`config.mk`:
```
export PLATFORM = sky130hd
export DESIGN_NAME = vga_pattern_fill
export DESIGN_NICKNAME = d
export VERILOG_FILES = /design/src/rtl/vga_pattern_fill_pkg.sv /design/src/rtl/vga_pattern_fill_xy_scan_counter.sv /design/src/rtl/vga_pattern_fill.sv
export SDC_FILE = /design/constraint.sdc
export NUM_CORES = 1
export LEC_CHECK = 0
export ABC_CLOCK_PERIOD_IN_PS = 2800
export BUFFER_PORTS_ARGS = -buffer_cell sky130_fd_sc_hd__buf_2
export CAP_MARGIN = 5
export CORE_ASPECT_RATIO = 1.1
export CORE_MARGIN = 1.5
export CORE_UTILIZATION = 27
export DETAILED_ROUTE_END_ITERATION = 6
export GPL_ROUTABILITY_DRIVEN = 0
export PLACE_DENSITY = 0.56
export SKIP_CTS_REPAIR_TIMING = 1
export SYNTH_ARGS = -nofsm -noshare
export SYNTH_HDL_FRONTEND = slang
export SYNTH_SLANG_ARGS = --single-unit
```
`constraint.sdc`:
```
create_clock -name Clock -period 2.8 [get_ports Clock]
set_clock_uncertainty 0.15 [all_clocks]
set_input_delay 0.14 -clock Clock [delete_from_list [all_inputs] [get_ports Clock]]
set_output_delay 0.14 -clock Clock [all_outputs]
set_load 0.03 [all_outputs]
```
`src/rtl/vga_pattern_fill_pkg.sv`:
```
// Shared mode and state codes for the pattern fill engine.
package vga_pattern_fill_pkg;

  typedef enum logic [1:0] {
    PF_MODE_VSTRIPE = 2'd0,
    PF_MODE_HSTRIPE = 2'd1,
    PF_MODE_CHECKER = 2'd2,
    PF_MODE_SOLID   = 2'd3
  } pf_mode_e;

  typedef enum logic [1:0] {
    PF_IDLE = 2'd0,
    PF_FILL = 2'd1,
    PF_DONE = 2'd2
  } pf_state_e;

endpackage

```
`src/rtl/vga_pattern_fill_xy_scan_counter.sv`:
```
// Row-inner two-level pixel counter: row steps on every advance, column steps when row wraps.
module xy_scan_counter #(
  parameter int W_COL = 8,
  parameter int W_ROW = 8
) (
  input  logic             Clock,
  input  logic             Reset,
  input  logic             iClear,
  input  logic             iAdvance,
  output logic [W_COL-1:0] oCol,
  output logic [W_ROW-1:0] oRow,
  output logic             oLast
);

  always_ff @(posedge Clock) begin
    if (Reset || iClear) begin
      oCol <= '0;
      oRow <= '0;
    end else if (iAdvance) begin
      if (oRow == '1) begin
        oRow <= '0;
        oCol <= oCol + W_COL'(1);
      end else begin
        oRow <= oRow + W_ROW'(1);
      end
    end
  end

  assign oLast = (oRow == '1) && (oCol == '1);

endmodule

```
`src/rtl/vga_pattern_fill.sv`:
```
// Banded colour fill engine writing one pixel per accepted RAM cycle.
// Optional border override enabled with the FILL_BORDER_EN macro.
module vga_pattern_fill
  import vga_pattern_fill_pkg::*;
#(
  parameter int H_RES      = 256,
  parameter int V_RES      = 256,
  parameter int BANDS_LOG2 = 2,
  parameter int COLOR_W    = 3,
  parameter int ADDR_W     = 16
) (
  input  logic               Clock,
  input  logic               Reset,
  input  logic               iStart,
  input  logic [1:0]         iMode,
  input  logic [COLOR_W-1:0] iColorA,
  input  logic [COLOR_W-1:0] iColorB,
`ifdef FILL_BORDER_EN
  input  logic [COLOR_W-1:0] iBorderColor,
`endif
  input  logic               iWriteReady,
  output logic               oWriteEnable,
  output logic [ADDR_W-1:0]  oWriteAddress,
  output logic [COLOR_W-1:0] oWriteData,
  output logic               oBusy,
  output logic               oDone
);

  localparam int CW = $clog2(H_RES);
  localparam int RW = $clog2(V_RES);

  pf_state_e          state, state_nxt;
  pf_mode_e           mode_lat;
  logic [COLOR_W-1:0] color_a_lat, color_b_lat;
`ifdef FILL_BORDER_EN
  logic [COLOR_W-1:0] border_lat;
`endif
  logic [CW-1:0]      col;
  logic [RW-1:0]      row;
  logic               last, clear, advance, start_acc;
  logic [COLOR_W-1:0] pix;
  logic [ADDR_W-1:0]  addr;

  function automatic logic [COLOR_W-1:0] band_color(
    input pf_mode_e m, input logic cbit, input logic rbit,
    input logic [COLOR_W-1:0] a, input logic [COLOR_W-1:0] b);
    logic odd;
    case (m)
      PF_MODE_VSTRIPE: odd = cbit;
      PF_MODE_HSTRIPE: odd = rbit;
      PF_MODE_CHECKER: odd = cbit ^ rbit;
      default:         odd = 1'b0;
    endcase
    return odd ? b : a;
  endfunction

  assign start_acc = (state == PF_IDLE) && iStart;

  always_ff @(posedge Clock) begin
    if (Reset) state <= PF_IDLE;
    else       state <= state_nxt;
  end

  // Configuration is captured only on an accepted start; later input changes are ignored.
  always_ff @(posedge Clock) begin
    if (start_acc) begin
      mode_lat    <= pf_mode_e'(iMode);
      color_a_lat <= iColorA;
      color_b_lat <= iColorB;
`ifdef FILL_BORDER_EN
      border_lat  <= iBorderColor;
`endif
    end
  end

  always_comb begin
    state_nxt = state;
    clear     = 1'b0;
    advance   = 1'b0;
    case (state)
      PF_IDLE: if (iStart) begin
        state_nxt = PF_FILL;
        clear     = 1'b1;
      end
      PF_FILL: if (iWriteReady) begin
        advance = 1'b1;
        if (last) state_nxt = PF_DONE;
      end
      PF_DONE: state_nxt = PF_IDLE;
      default: state_nxt = PF_IDLE;
    endcase
  end

  xy_scan_counter #(.W_COL(CW), .W_ROW(RW)) u_scan (
    .Clock    (Clock),
    .Reset    (Reset),
    .iClear   (clear),
    .iAdvance (advance),
    .oCol     (col),
    .oRow     (row),
    .oLast    (last)
  );

  always_comb begin
    pix = band_color(mode_lat, col[CW-BANDS_LOG2], row[RW-BANDS_LOG2],
                     color_a_lat, color_b_lat);
`ifdef FILL_BORDER_EN
    if (row == '0 || row == '1 || col == '0 || col == '1) pix = border_lat;
`endif
  end

  always_comb begin
    addr = '0;
    addr[RW+CW-1:0] = {row, col};
  end

  assign oWriteEnable  = (state == PF_FILL);
  assign oWriteAddress = oWriteEnable ? addr : '0;
  assign oWriteData    = oWriteEnable ? pix : '0;
  assign oBusy         = (state == PF_FILL) || (state == PF_DONE);
  assign oDone         = (state == PF_DONE);

endmodule

```
## Word level (Yosys, flattened, before mapping)

Cells that the tools add are included.

| operators by class | value |
|---|---|
| reduce and logical (&&, ||, !) cells | 8 |
| bitwise gates (word level) | 1 |
| equality and inequality tests | 9 |
| add/subtract/negate cells | 2 |
| muxes and demuxes | 13 |

Operator list:

| kind | number |
|---|---|
| 8-bit by 1-bit adder with 8-bit output (second input constant) | 2 |
| 8-bit equality test (second input constant) | 2 |
| 16-bit 2-to-1 mux | 1 |
| 8-bit 2-to-1 mux | 1 |
| 2-bit 2-to-1 mux | 3 |
| 3-bit 2-to-1 mux | 2 |
| 2-bit by 1-bit equality test with 1-bit output (second input constant) | 2 |
| 2-bit equality test (second input constant) | 2 |
| 2-bit logical NOT | 2 |
| 1-bit 2-to-1 mux | 4 |
| 2-bit inequality test (second input constant) | 2 |
| 2-bit one-hot mux with 2 select lines | 1 |
| 1-bit one-hot mux with 3 select lines | 1 |
| 3-bit AND reduction | 1 |
| 1-bit logical AND | 2 |
| 1-bit logical OR | 2 |
| 2-bit by 1-bit inequality test with 1-bit output (second input constant) | 1 |
| 2-bit AND reduction | 1 |
| 1-bit bitwise XOR | 1 |

| storage, ports and cells | value |
|---|---|
| register bits after elaboration | 26 |
| input bits | 12 |
| output and inout port bits | 22 |
| logic and storage cells | 39 |

## Logic depth before layout (Yosys ltp)

| depth | value |
|---|---|
| depth in word-level cells | 5 |
| mapped depth | 7 |
| gate-level depth less buffers | 6 |

## Cells and area by module

Synthesis repeated with hierarchy kept, for this count alone.

| second synthesis, totals | value |
|---|---|
| cell total of the unflattened synthesis | 147 |
| area, all modules | 1395.1 um^2 |

Modules (own cells, without submodules):

| module | seq. area each (um^2) | instances | area an instance (um^2) | cells an instance |
|---|---|---|---|---|
| xy_scan_counter | 320.3 | 1 | 769.5 | 87 |
| vga_pattern_fill | 280.3 | 1 | 625.6 | 60 |

## Worst setup path after synthesis

No wires, ideal clock.

| timing | value |
|---|---|
| path kind | register to register |
| from | register state[1] |
| to | register u_scan.oCol[5] |
| setup time | 59 ps |
| path slack | 417 ps |
| arrival time | 2174 ps |
| path buffers | 1 |
| required time | 2591 ps |
| clock period less this slack | 2383 ps |
| stages on the path, launching flop included | 8 |
| cell sequence | dfxtp_1 -> inv_1 -> ha_1 -> buf_2 -> nand2_1 -> or4_4 -> or4_1 -> nand2_1 |

| on the way | value |
|---|---|
| word-level cells in the longest chain between the ends | 3 |
| elaborated cells between the ends (all ways) | 6 |
| classes of those cells | eq/ne: 1; mux: 2; reduce/logical: 3 |

Ends and longest elaborated chain:

| element | RTL line | RTL |
|---|---|---|
| from (decl) | vga_pattern_fill.sv:32 | `pf_state_e state, state_nxt;` |
| from (signal assigned) | vga_pattern_fill.sv:61 | `else state <= state_nxt;` |
| 2-bit by 1-bit equality test with 1-bit output | n/a |  |
| named net oWriteEnable | vga_pattern_fill.sv:22 | `output logic oWriteEnable,` |
| 1-bit 2-to-1 mux | vga_pattern_fill.sv:80 | `case (state)` |
| 2-bit AND reduction (no line) | n/a |  |
| to (signal assigned) | vga_pattern_fill_xy_scan_counter.sv:22 | `oCol <= oCol + W_COL'(1);` |
| to (decl) | vga_pattern_fill_xy_scan_counter.sv:10 | `output logic [W_COL-1:0] oCol,` |

The timed path passes the listed nets, and every way through them passes these cells.
A chain may end at the register's enable or synchronous reset.

## Worst setup path in the final report

| timing | value |
|---|---|
| from | register state[0] |
| to | register u_scan.oCol[7] |

| on the way | value |
|---|---|
| word-level cells in the longest chain between the ends | 3 |
| elaborated cells between the ends (all ways) | 6 |
| classes of those cells | eq/ne: 1; mux: 2; reduce/logical: 3 |

Ends and longest elaborated chain:

| element | RTL line | RTL |
|---|---|---|
| 2-bit logical NOT | vga_pattern_fill.sv:80 |  |
| 1-bit 2-to-1 mux | vga_pattern_fill.sv:80 |  |
| named net clear | vga_pattern_fill.sv:40 | `logic last, clear, advance, start_acc;` |
| 1-bit logical OR | vga_pattern_fill_xy_scan_counter.sv:16 | `if (Reset \|\| iClear) begin` |

The timed path passes the listed nets, and every way through them passes these cells.

==> results.json <==
{
  "num_vias": 1135,
  "clkPwrFrac_pct": 26.9,
  "swShare_pct": 34.53,
  "synth.distinct_cells": 35,
  "avgSynthCellArea_sq_um": 9.502,
  "relSlewSlack_pct": 55.99,
  "synth_fa_ha_area_share_pct": 6.446,
  "synth_seq_cells": 26,
  "synthArstFlopShare_pct": 0,
  "overflow": 0,
  "end_kind": "flop",
  "vias_per_cell": 4.710,
  "grt_pass1_vias": 1074,
  "finalCoreUtilization_pct": 36.70,
  "synth_top_family_by_area": "simple AND/OR/NAND/NOR gates",
  "fillerInstances": 489,
  "yosysSeqAreaShare_pct": 44.20,
  "diodes": 0,
  "place_area_sq_um": 1582,
  "p_leak_uw": 0.0007267,
  "routed_wl_um": 2899,
  "cts.sinks": 26,
  "wire_per_inst_um": 12.03,
  "netlist_instances": 143,
  "area_growth_pct": 28.27,
  "pwr-share-seq_pct": 40.3,
  "ys.flop_type": "dfxtp_1",
  "synth_warnings": 0,
  "num_io_pins": 34,
  "grt_setup_unrepaired": "no",
  "cts_tree": "yes",
  "clk_pin_slew_ps": 90,
  "met3_length_um": 132,
  "switching_power_uw": 393.0,
  "critPathLaunchType": "flop",
  "ctsHtreeMaxLevel": 1,
  "synth-xor-area-share_pct": 5.801,
  "num-nets-final": 205,
  "finalInstanceArea_sq_um": 1743,
  "arrival_ps": 2300,
  "antenna_found_initial": 0,
  "p_total_uw": 1138,
  "cts_buffer_depth": 2,
  "p_per_area_nw_per_um2": 653.0,
  "ir_drop_v": 0.0002884,
  "drv_slew": 0,
  "final_antenna_net_count": 0,
  "die_w_um": 70.64,
  "firstDrtPassIters": 4,
  "dp_hpwl_um": 2102,
  "grt_max_degree": 29,
  "final_layout_size_suffix_gt1_share_pct": 23.24,
  "post-route-period-util_pct": 79.80,
  "remaining_drc_errors": 0,
  "m1WireLength_um": 1392,
  "yosys.area_share.simple_pct": 30.39,
  "synthMuxAreaShare_pct": 4.512,
  "portBuffers": 33,
  "dieArea_sq_um": 5468,
  "critPathTopFamily": "simple AND/OR/NAND/NOR gates",
  "core_area_sq_um": 4750,
  "synth_compound_area_share_pct": 6.354,
  "slowest_stage": "or4_1",
  "top_layer": "met4",
  "root_buffer": "clkbuf_8",
  "combPwrFrac_pct": 32.8,
  "num_rows": 26,
  "synth_area_sq_um": 1359,
  "status": "finished, final reports clean",
  "hold_class": "input pin to flop",
  "layout_setup_ws_ps": 565.7,
  "critPathBufInv": 1,
  "final-setup-viol-count": 0,
  "critPathRequiredTime_ps": 2860,
  "setup-tns-final_ps": 0,
  "grt_pass1_wl_um": 5030,
  "synth-edff-count": 8,
  "max-cap-violations": 0,
  "crit_type": "flop to flop",
  "start_util_pct": 28.61,
  "power.internal_uw": 745.1,
  "tightest_slew_ps": 655.1,
  "critPathMaxStageDelay_ps": 540,
  "dp_slack_ps": 563.0,
  "worstPathMaxFanout": 16,
  "die_y_um": 77.41,
  "insertion_delay_ps": 260,
  "fmax_mhz": 447.6,
  "cp_cell_sequence": "inv_1 > ha_1 > and2_1 > or2_2 > or4_1 > nand2_1",
  "finalHoldViolCount": 0,
  "synth_nets": 162,
  "drtIter0Drc": 65,
  "cts_made_buffers": 3,
  "grt_usage_pct": 11.18,
  "wl_met2_um": 1350,
  "period_needed_ps": 2234
}
[final timing paths]
path / startpoint / slack (ps) / cells after the start / end
max: state[0]$_SDFFE_PP0P_ / 570 / 6 / u_scan.oCol[7]$_SDFFE_PP0P_
min: iWriteReady / 40 / 3 / u_scan.oRow[1]$_SDFFE_PP0N_
max reg2reg: state[0]$_SDFFE_PP0P_ / 570 / 6 / u_scan.oCol[7]$_SDFFE_PP0P_
min reg2reg: u_scan.oRow[1]$_SDFFE_PP0N_ / 340 / 2 / u_scan.oRow[1]$_SDFFE_PP0N_
[cell type report]
type	instances	area, sq um	share of cell area, %
clock buffers	3	41.29	2.369
clock inverters	1	30.03	1.723
repair buffers	43	262.8	15.08
inverters	3	11.26	0.6461
flip-flops and latches	26	600.6	34.46
multi-input cells	109	726.9	41.71
well taps	56	70.07	4.020
[kinds of logic (layout without fill, tap and decap cells)]
group / Yosys count / count (layout)
AOI/OAI and AO/OA: 14 / 14
xor gates and xnor gates: 9 / 9
adders and majority gates: 7 / 7
buffers and inverters: 8 / 50
DFF: 26 / 26
muxes: 6 / 6
and+or+nand+nor: 73 / 73
[metrics by stage]
| step | instances | hold slack, ps |
|---|---|---|
| 4_1_cts | 232 | -107.3 |
| 2_1_floorplan | 143 | 59.07 |
| 6_report | 241 | 39.01 |
| 3_3_place_gp | 228 | 171.4 |
| 3_5_place_dp | 228 | 170.0 |
| 5_1_grt | 241 | 68.40 |
[state kept, by name, summed over array words and instances (netlist names)]
register,count
u_scan.oCol,8
mode_lat,2
u_scan.oRow,8
color_b_lat,3
state,2
color_a_lat,3
[power by group through the flow]
stage / Clock, uW / Sequential [uW] / Combinational, uW
after floorplan: 0 / 463 / 284
after global placement: 0 / 466 / 368
after detailed placement: 0 / 468 / 369
after CTS: 312 / 459 / 371
after global routing: 325 / 466 / 421
final: 306 / 459 / 374
[cell usage after synthesis (3+ instances only)]
| cell type | n | area, sq um |
|---|---|---|
| dfxtp_1 | 18 | 360.4 |
| and2_1 | 17 | 106.4 |
| nand2_1 | 14 | 52.55 |
| nor2_1 | 11 | 41.29 |
| edfxtp_1 | 8 | 240.2 |
| ha_1 | 7 | 87.58 |
| nand3_1 | 6 | 30.03 |
| a21oi_1 | 5 | 25.02 |
| mux2i_1 | 5 | 50.05 |
| nand4_1 | 5 | 31.28 |
| xnor2_1 | 5 | 43.79 |
| nor3_1 | 4 | 20.02 |
| o21ai_0 | 4 | 20.02 |
| xor2_1 | 4 | 35.03 |
| clkbuf_1 | 3 | 11.26 |
| inv_1 | 3 | 11.26 |
| nor4_1 | 3 | 18.77 |
[per-layer routing]
layer / vias up / track usage (%)
li1: 585 / -
met1: 524 / 14.99
met2: 24 / 18.49
met3: 2 / 1.818
met4: 0 / 3.396
met5: - / 0
[worst reg2reg max path, cell delays in order (launching register included)]
cell and delay [ps]:
dfxtp_1 380, inv_1 90, ha_1 220, and2_1 270
or2_2 470, or4_1 540, nand2_1 80
[placed cells by master (no fill, tap or decap), drive strengths merged, types with 3 or more instances in the layout]
cell,instances
ha,7
xnor2,5
nand4,6
and2,17
nand2,14
xor2,4
dlygate4sd3,9
mux2i,5
inv,3
a21oi,5
nand3,6
dfxtp,18
edfxtp,8
or4,3
nor3,4
buf,34
o21ai,4
nor4,3
clkbuf,3
nor2,11
No activity file was read; power rests on OpenSTA's default activity.
